File: config.mk
export PLATFORM = sky130hd
export DESIGN_NAME = gpio_input_conditioner
export DESIGN_NICKNAME = d
export VERILOG_FILES = /design/src/rtl/gpio_input_conditioner.sv
export SDC_FILE = /design/constraint.sdc
export NUM_CORES = 1
export LEC_CHECK = 0
export BUFFER_PORTS_ARGS = -buffer_cell sky130_fd_sc_hd__buf_2
export CORE_ASPECT_RATIO = 0.5
export CORE_MARGIN = 8
export CORE_UTILIZATION = 28
export CTS_CLUSTER_DIAMETER = 120
export DETAILED_ROUTE_END_ITERATION = 7
export PLACE_DENSITY = 0.51
export SLEW_MARGIN = 20
export SYNTH_ARGS = -nofsm -noshare
export SYNTH_HDL_FRONTEND = slang
export SYNTH_SLANG_ARGS = --single-unit
File: constraint.sdc
create_clock -name clk -period 1.6 [get_ports clk]
set_input_delay 0.48 -clock clk [delete_from_list [all_inputs] [get_ports clk]]
set_output_delay 0.48 -clock clk [all_outputs]
set_load 0.05 [all_outputs]
File: src/rtl/gpio_input_conditioner.sv
// gpio_input_conditioner: per-pin 2-flop synchroniser, tick-based debouncer,
// sticky rise/fall pending flags and a single OR-reduced interrupt line.
// Optional feature macro: GPIO_DEB_BYPASS_EN adds the deb_bypass input, which
// lets selected pins skip the debouncer and follow the synchronised level.
module gpio_input_conditioner #(
    parameter int unsigned WIDTH      = 16,
    parameter int unsigned PRESC      = 1000,
    parameter int unsigned DEB_CYCLES = 4
) (
    input  logic             clk,
    input  logic             rst,
    input  logic [WIDTH-1:0] pin_in,
    input  logic [WIDTH-1:0] rise_en,
    input  logic [WIDTH-1:0] fall_en,
    input  logic [WIDTH-1:0] irq_clr,
`ifdef GPIO_DEB_BYPASS_EN
    input  logic [WIDTH-1:0] deb_bypass,
`endif
    output logic [WIDTH-1:0] pin_deb,
    output logic [WIDTH-1:0] edge_pend,
    output logic             irq
);

    localparam int unsigned PW = (PRESC > 1) ? $clog2(PRESC) : 1;
    localparam int unsigned CW = ($clog2(DEB_CYCLES + 1) > 0) ? $clog2(DEB_CYCLES + 1) : 1;

    logic [WIDTH-1:0] s1;
    logic [WIDTH-1:0] s2;
    logic [PW-1:0]    presc_cnt;
    logic             tick;
    logic [CW-1:0]    cnt     [WIDTH];
    logic [CW-1:0]    cnt_nxt [WIDTH];
    logic [WIDTH-1:0] deb_nxt;
    logic [WIDTH-1:0] rise_ev;
    logic [WIDTH-1:0] fall_ev;
    logic [WIDTH-1:0] pend_nxt;
    logic [WIDTH-1:0] byp;

`ifdef GPIO_DEB_BYPASS_EN
    assign byp = deb_bypass;
`else
    assign byp = '0;
`endif

    // Sample tick on the last count of each prescaler period.
    assign tick = (presc_cnt == PW'(PRESC - 1));

    // Per-pin debounce: a changed level must persist for DEB_CYCLES ticks.
    always_comb begin
        deb_nxt = pin_deb;
        for (int i = 0; i < WIDTH; i++) begin
            cnt_nxt[i] = cnt[i];
            if (byp[i]) begin
                deb_nxt[i] = s2[i];
                cnt_nxt[i] = '0;
            end else if (tick) begin
                if (s2[i] == pin_deb[i]) begin
                    cnt_nxt[i] = '0;
                end else if (cnt[i] == CW'(DEB_CYCLES - 1)) begin
                    deb_nxt[i] = s2[i];
                    cnt_nxt[i] = '0;
                end else begin
                    cnt_nxt[i] = cnt[i] + CW'(1);
                end
            end
        end
    end

    // Edge events on the debounced level; set wins over write-1-to-clear.
    assign rise_ev  = deb_nxt & ~pin_deb & rise_en;
    assign fall_ev  = ~deb_nxt & pin_deb & fall_en;
    assign pend_nxt = (edge_pend & ~irq_clr) | rise_ev | fall_ev;
    assign irq      = |edge_pend;

    // State registers: synchroniser, prescaler, counters, level and flags.
    always_ff @(posedge clk) begin
        if (rst) begin
            s1        <= '0;
            s2        <= '0;
            presc_cnt <= '0;
            pin_deb   <= '0;
            edge_pend <= '0;
            for (int i = 0; i < WIDTH; i++) begin
                cnt[i] <= '0;
            end
        end else begin
            s1        <= pin_in;
            s2        <= s1;
            presc_cnt <= tick ? '0 : presc_cnt + PW'(1);
            pin_deb   <= deb_nxt;
            edge_pend <= pend_nxt;
            for (int i = 0; i < WIDTH; i++) begin
                cnt[i] <= cnt_nxt[i];
            end
        end
    end

endmodule
==> results by group <==
Detailed routing
  – Via Count: 4635
  – Routed vias/inst: 4.71
  – Drt initial violations: 211
  – First-pass DRT Iterations: 4
  – DRT Wirelength: 15000 um
  – # DRC: 0
  – Drt wl/cell: 15.3 um
  – Antenna-violating nets left: 0

Worst setup path
  – Crit path from: edge_pend[13]
  – Peak fanout along the critical path: 3
  – Kind of critical path: register to output pin
  – Worst setup EP type: output pin
  – Flop2flop setup slack: -90 ps
  – Critical path depth: 4
  – Worst path cell trace: nor4_4 > buf_4 > nand4_1 > buf_6
  – Delay-heaviest family, CP: simple AND/OR/NAND/NOR gates
  – Reg2Reg Launch Point: presc_cnt[0]
  – CP required: 1120 ps
  – Worst Path Buf+Inv: 2
  – CP endpoint: irq
  – Arrival time at the worst endpoint: 1470 ps
  – Reg2reg path depth: 5
  – Worst r2r dst: cnt[0][15]
  – Critical path's slowest cell: dfxtp_2
  – CP Launch Type: register
  – Crit-path max cell delay: roughly 340 ps

Synthesis
  – Syn nets: 664
  – Yosys warns: 0
  – Seq/Total Area, Yosys: 47.8%
  – Synth Area in XOR/XNOR: 3.60%
  – Synth Area in Adders: 4.17%
  – Post-synthesis cell type count: 34
  – Synthesized area: a little over 5000 um^2
  – Combinational family with the most area after synthesis: simple AND/OR/NAND/NOR gates
  – Syn avg cell area: 8.79 um^2
  – Synthesis-stage register bit count: approximately 120
  – Simple-Gate Fraction of Synth Area: 28.0%
  – Post-synthesis mux area share: 0%
  – Synth Area in Compound Gates: 12.1%
  – Mapped Cells: ~580

Global routing
  – Antenna violations before repair: 0
  – Largest net degree at the start of global routing: 37
  – Grt total ovfl: 0
  – GR Util All Layers: between 10% and 20%
  – Vias in the first global route: 4541
  – First-pass GRT wire length: 22400 um

Power
  – Final Power: roughly 7.1 mW
  – VDD IR max: just over 0.6 mV
  – Reg power frac: 43.6%
  – Lkg Pwr: 3.03 nW
  – Clock power share: 51.5%
  – Switching pwr: 1.74 mW
  – P per Cell Area: 960 nW/um^2
  – Sw frac: 24.3%
  – Combinational cell fraction of total power: 4.9%
  – P_int: 5.41 mW

Timing
  – RSZ-0062 raised after global routing: yes
  – Slew margin rel.: 68.0%
  – Final worst slack: -346 ps
  – Final hold vios: 0
  – Setup Skew: 11.5 ps
  – Post-route minimum period: 1950 ps
  – Slew at the pin closest to its max-slew limit: 479 ps
  – Final Setup Violations: 32
  – F_max: 514 MHz
  – Fin. max-slew vios: 0
  – Final period utilization: 122%

Run
  – Max-capacitance violation count: 0

Clock network
  – H-Tree Level Count: 4
  – Sink Count: 122
  – Clk_lat worst skew: roughly 400 ps
  – Worst-path clk slew: 60 ps
  – Clk root buf: clkbuf_16
  – CTS tree: built
  – Hold bufs inserted after CTS: 0
  – Longest Clk Path Bufs: 2
  – Num CTS Buffers: 17

Layout
  – Nets: slightly above 800
  – Layout cells sized above 1: 37.1%
  – Synthesis-to-layout area growth: 45.8%
  – Ant diodes: 0
  – Final instance area: around 7400 um^2
  – Fill cell count: 1828

Floorplanning
  – Row count: 35
  – # IOs: 99
  – Initial Util: 28.2%
  – Die Area: 23100 um^2
  – Die H: between 100 and 150 um
  – Core footprint: 18100 um^2
  – Die Wd: just over 200 um

Worst hold path
  – Tightest Hold Check Type: input pin to register

Status
  – Status: finished, violations left
  – Failing checks: negative setup slack

Placement
  – Hpwl dp: 9810 um
  – Area post-placement: 6130 um^2
  – Port bufs: 98
  – Final Wtd Congestion: ~0.77
[flip-flops by register name, indices dropped and copies added, names as in the netlist]
signal,count
presc_cnt,10
edge_pend,16
s1,16
pin_deb,16
cnt,48
s2,16
[worst register-to-register path, stage by stage (launching register included)]
cell and delay (ps):
dfxtp_2 350, ha_4 130, and4bb_2 300, nand3_4 170, or4_4 560, a21oi_2 120
[through the flow]
step / TNS, ps / std cells / setup WS (ps) / hold WS, ps / utilization (%)
floorplan: -56.3 / 581 / -56.3 / 414 / -
global placement: -223 / 926 / -68.4 / 418 / 33.8
detailed placement: -585 / 926 / -64.0 / 424 / 33.8
CTS: -488 / 963 / -362 / 259 / 37.9
global route: -5010 / 984 / -405 / 257 / 41.1
finish: -1490 / 984 / -346 / 272 / 41.1
[timing repair]
action,CTS,global route
setup buffers,4,10
gates cloned,1,11
pin swaps,6,35
setup endpoints to repair,54,59
gates resized for setup,30,99
[per-layer routing]
metal	up-vias	part of all wire [%]	global-route usage, %	wire length [um]
li1	2331	-	-	-
met1	2217	45	14.2	6750
met2	74	51	21.6	7630
met3	13	3.2	2.64	486
met4	0	0.95	4.26	143
met5	-	0	0	0
[worst min-delay path by stage]
stage               startpoint      to  slack [ps]  cells after the start
floorplan                s1[0]   s2[0]         410                      1
global placement         s1[8]   s2[8]         420                      1
detailed placement      s1[12]  s2[12]         420                      1
CTS                 pin_in[12]  s1[12]         260                      2
global route        pin_in[10]  s1[10]         260                      2
finish              pin_in[12]  s1[12]         270                      2
[cell usage after synthesis, drive strengths merged]
cell,n,share of area (%)
a31oi,1,0.12
and2,1,0.12
ha,17,4.2
nand4,18,2.2
xor2,2,0.34
nor2,27,2.0
clkinv,1,0.073
dfxtp,122,48
nand2,52,3.8
nor4,4,0.49
a21oi,37,3.6
inv,18,1.3
o21ai,44,4.3
a32oi,2,0.34
and3,2,0.24
or4,2,0.29
nor3,16,1.6
and4bb,1,0.24
nor2b,48,5.9
nand2b,14,1.7
and4,1,0.17
clkbuf,19,1.4
o211a,17,3.3
nand3b,19,2.8
buf,12,1.6
a31o,1,0.17
nand3,63,6.4
o41ai,1,0.17
xnor2,19,3.3
[power groups by stage]
stage / Clock (mW) / Combinational [mW] / Sequential [mW]
after global placement: 0 / 0.327 / 3.18
final: 3.68 / 0.351 / 3.12
after global routing: 3.91 / 0.385 / 3.12
after CTS: 3.74 / 0.336 / 3.12
after detailed placement: 0 / 0.329 / 3.18
after floorplan: 0 / 0.156 / 3.17
[logic make-up after synthesis]
| group | Yosys count |
|---|---|
| fa+ha+maj | 17 |
| compound gates | 103 |
| xor+xnor | 21 |
| flops | 122 |
| simple gates | 268 |
| buf+inv | 50 |
[cells in the final DEF, fill, tap and decap left out, drive strengths merged]
cell / count
a21oi: 37
nor2b: 48
dfxtp: 122
nand2b: 14
o21ai: 44
nand4: 18
xor2: 2
xnor2: 19
nand3: 63
nor3: 16
and4: 1
clkbuf: 24
nand2: 52
buf: 155
inv: 23
and2: 1
and3: 2
nor2: 27
or4: 2
clkinv: 7
a31o: 1
clkinvlp: 3
o41ai: 1
ha: 17
a32oi: 2
nand3b: 19
nor4: 4
a31oi: 1
and4bb: 1
o211a: 17
bufinv: 1
[final cells by class]
cell class | instances | area [um^2] | area share, %
repair buffers | 162 | 1270 | 17.0
flip-flops and latches | 122 | 2490 | 33.4
clock buffers | 17 | 425 | 5.72
clock inverters | 15 | 140 | 1.88
multi-input cells | 409 | 2750 | 37.0
inverters | 19 | 71.3 | 0.958
well taps | 240 | 300 | 4.03
Power figures use the tool's default switching activity.
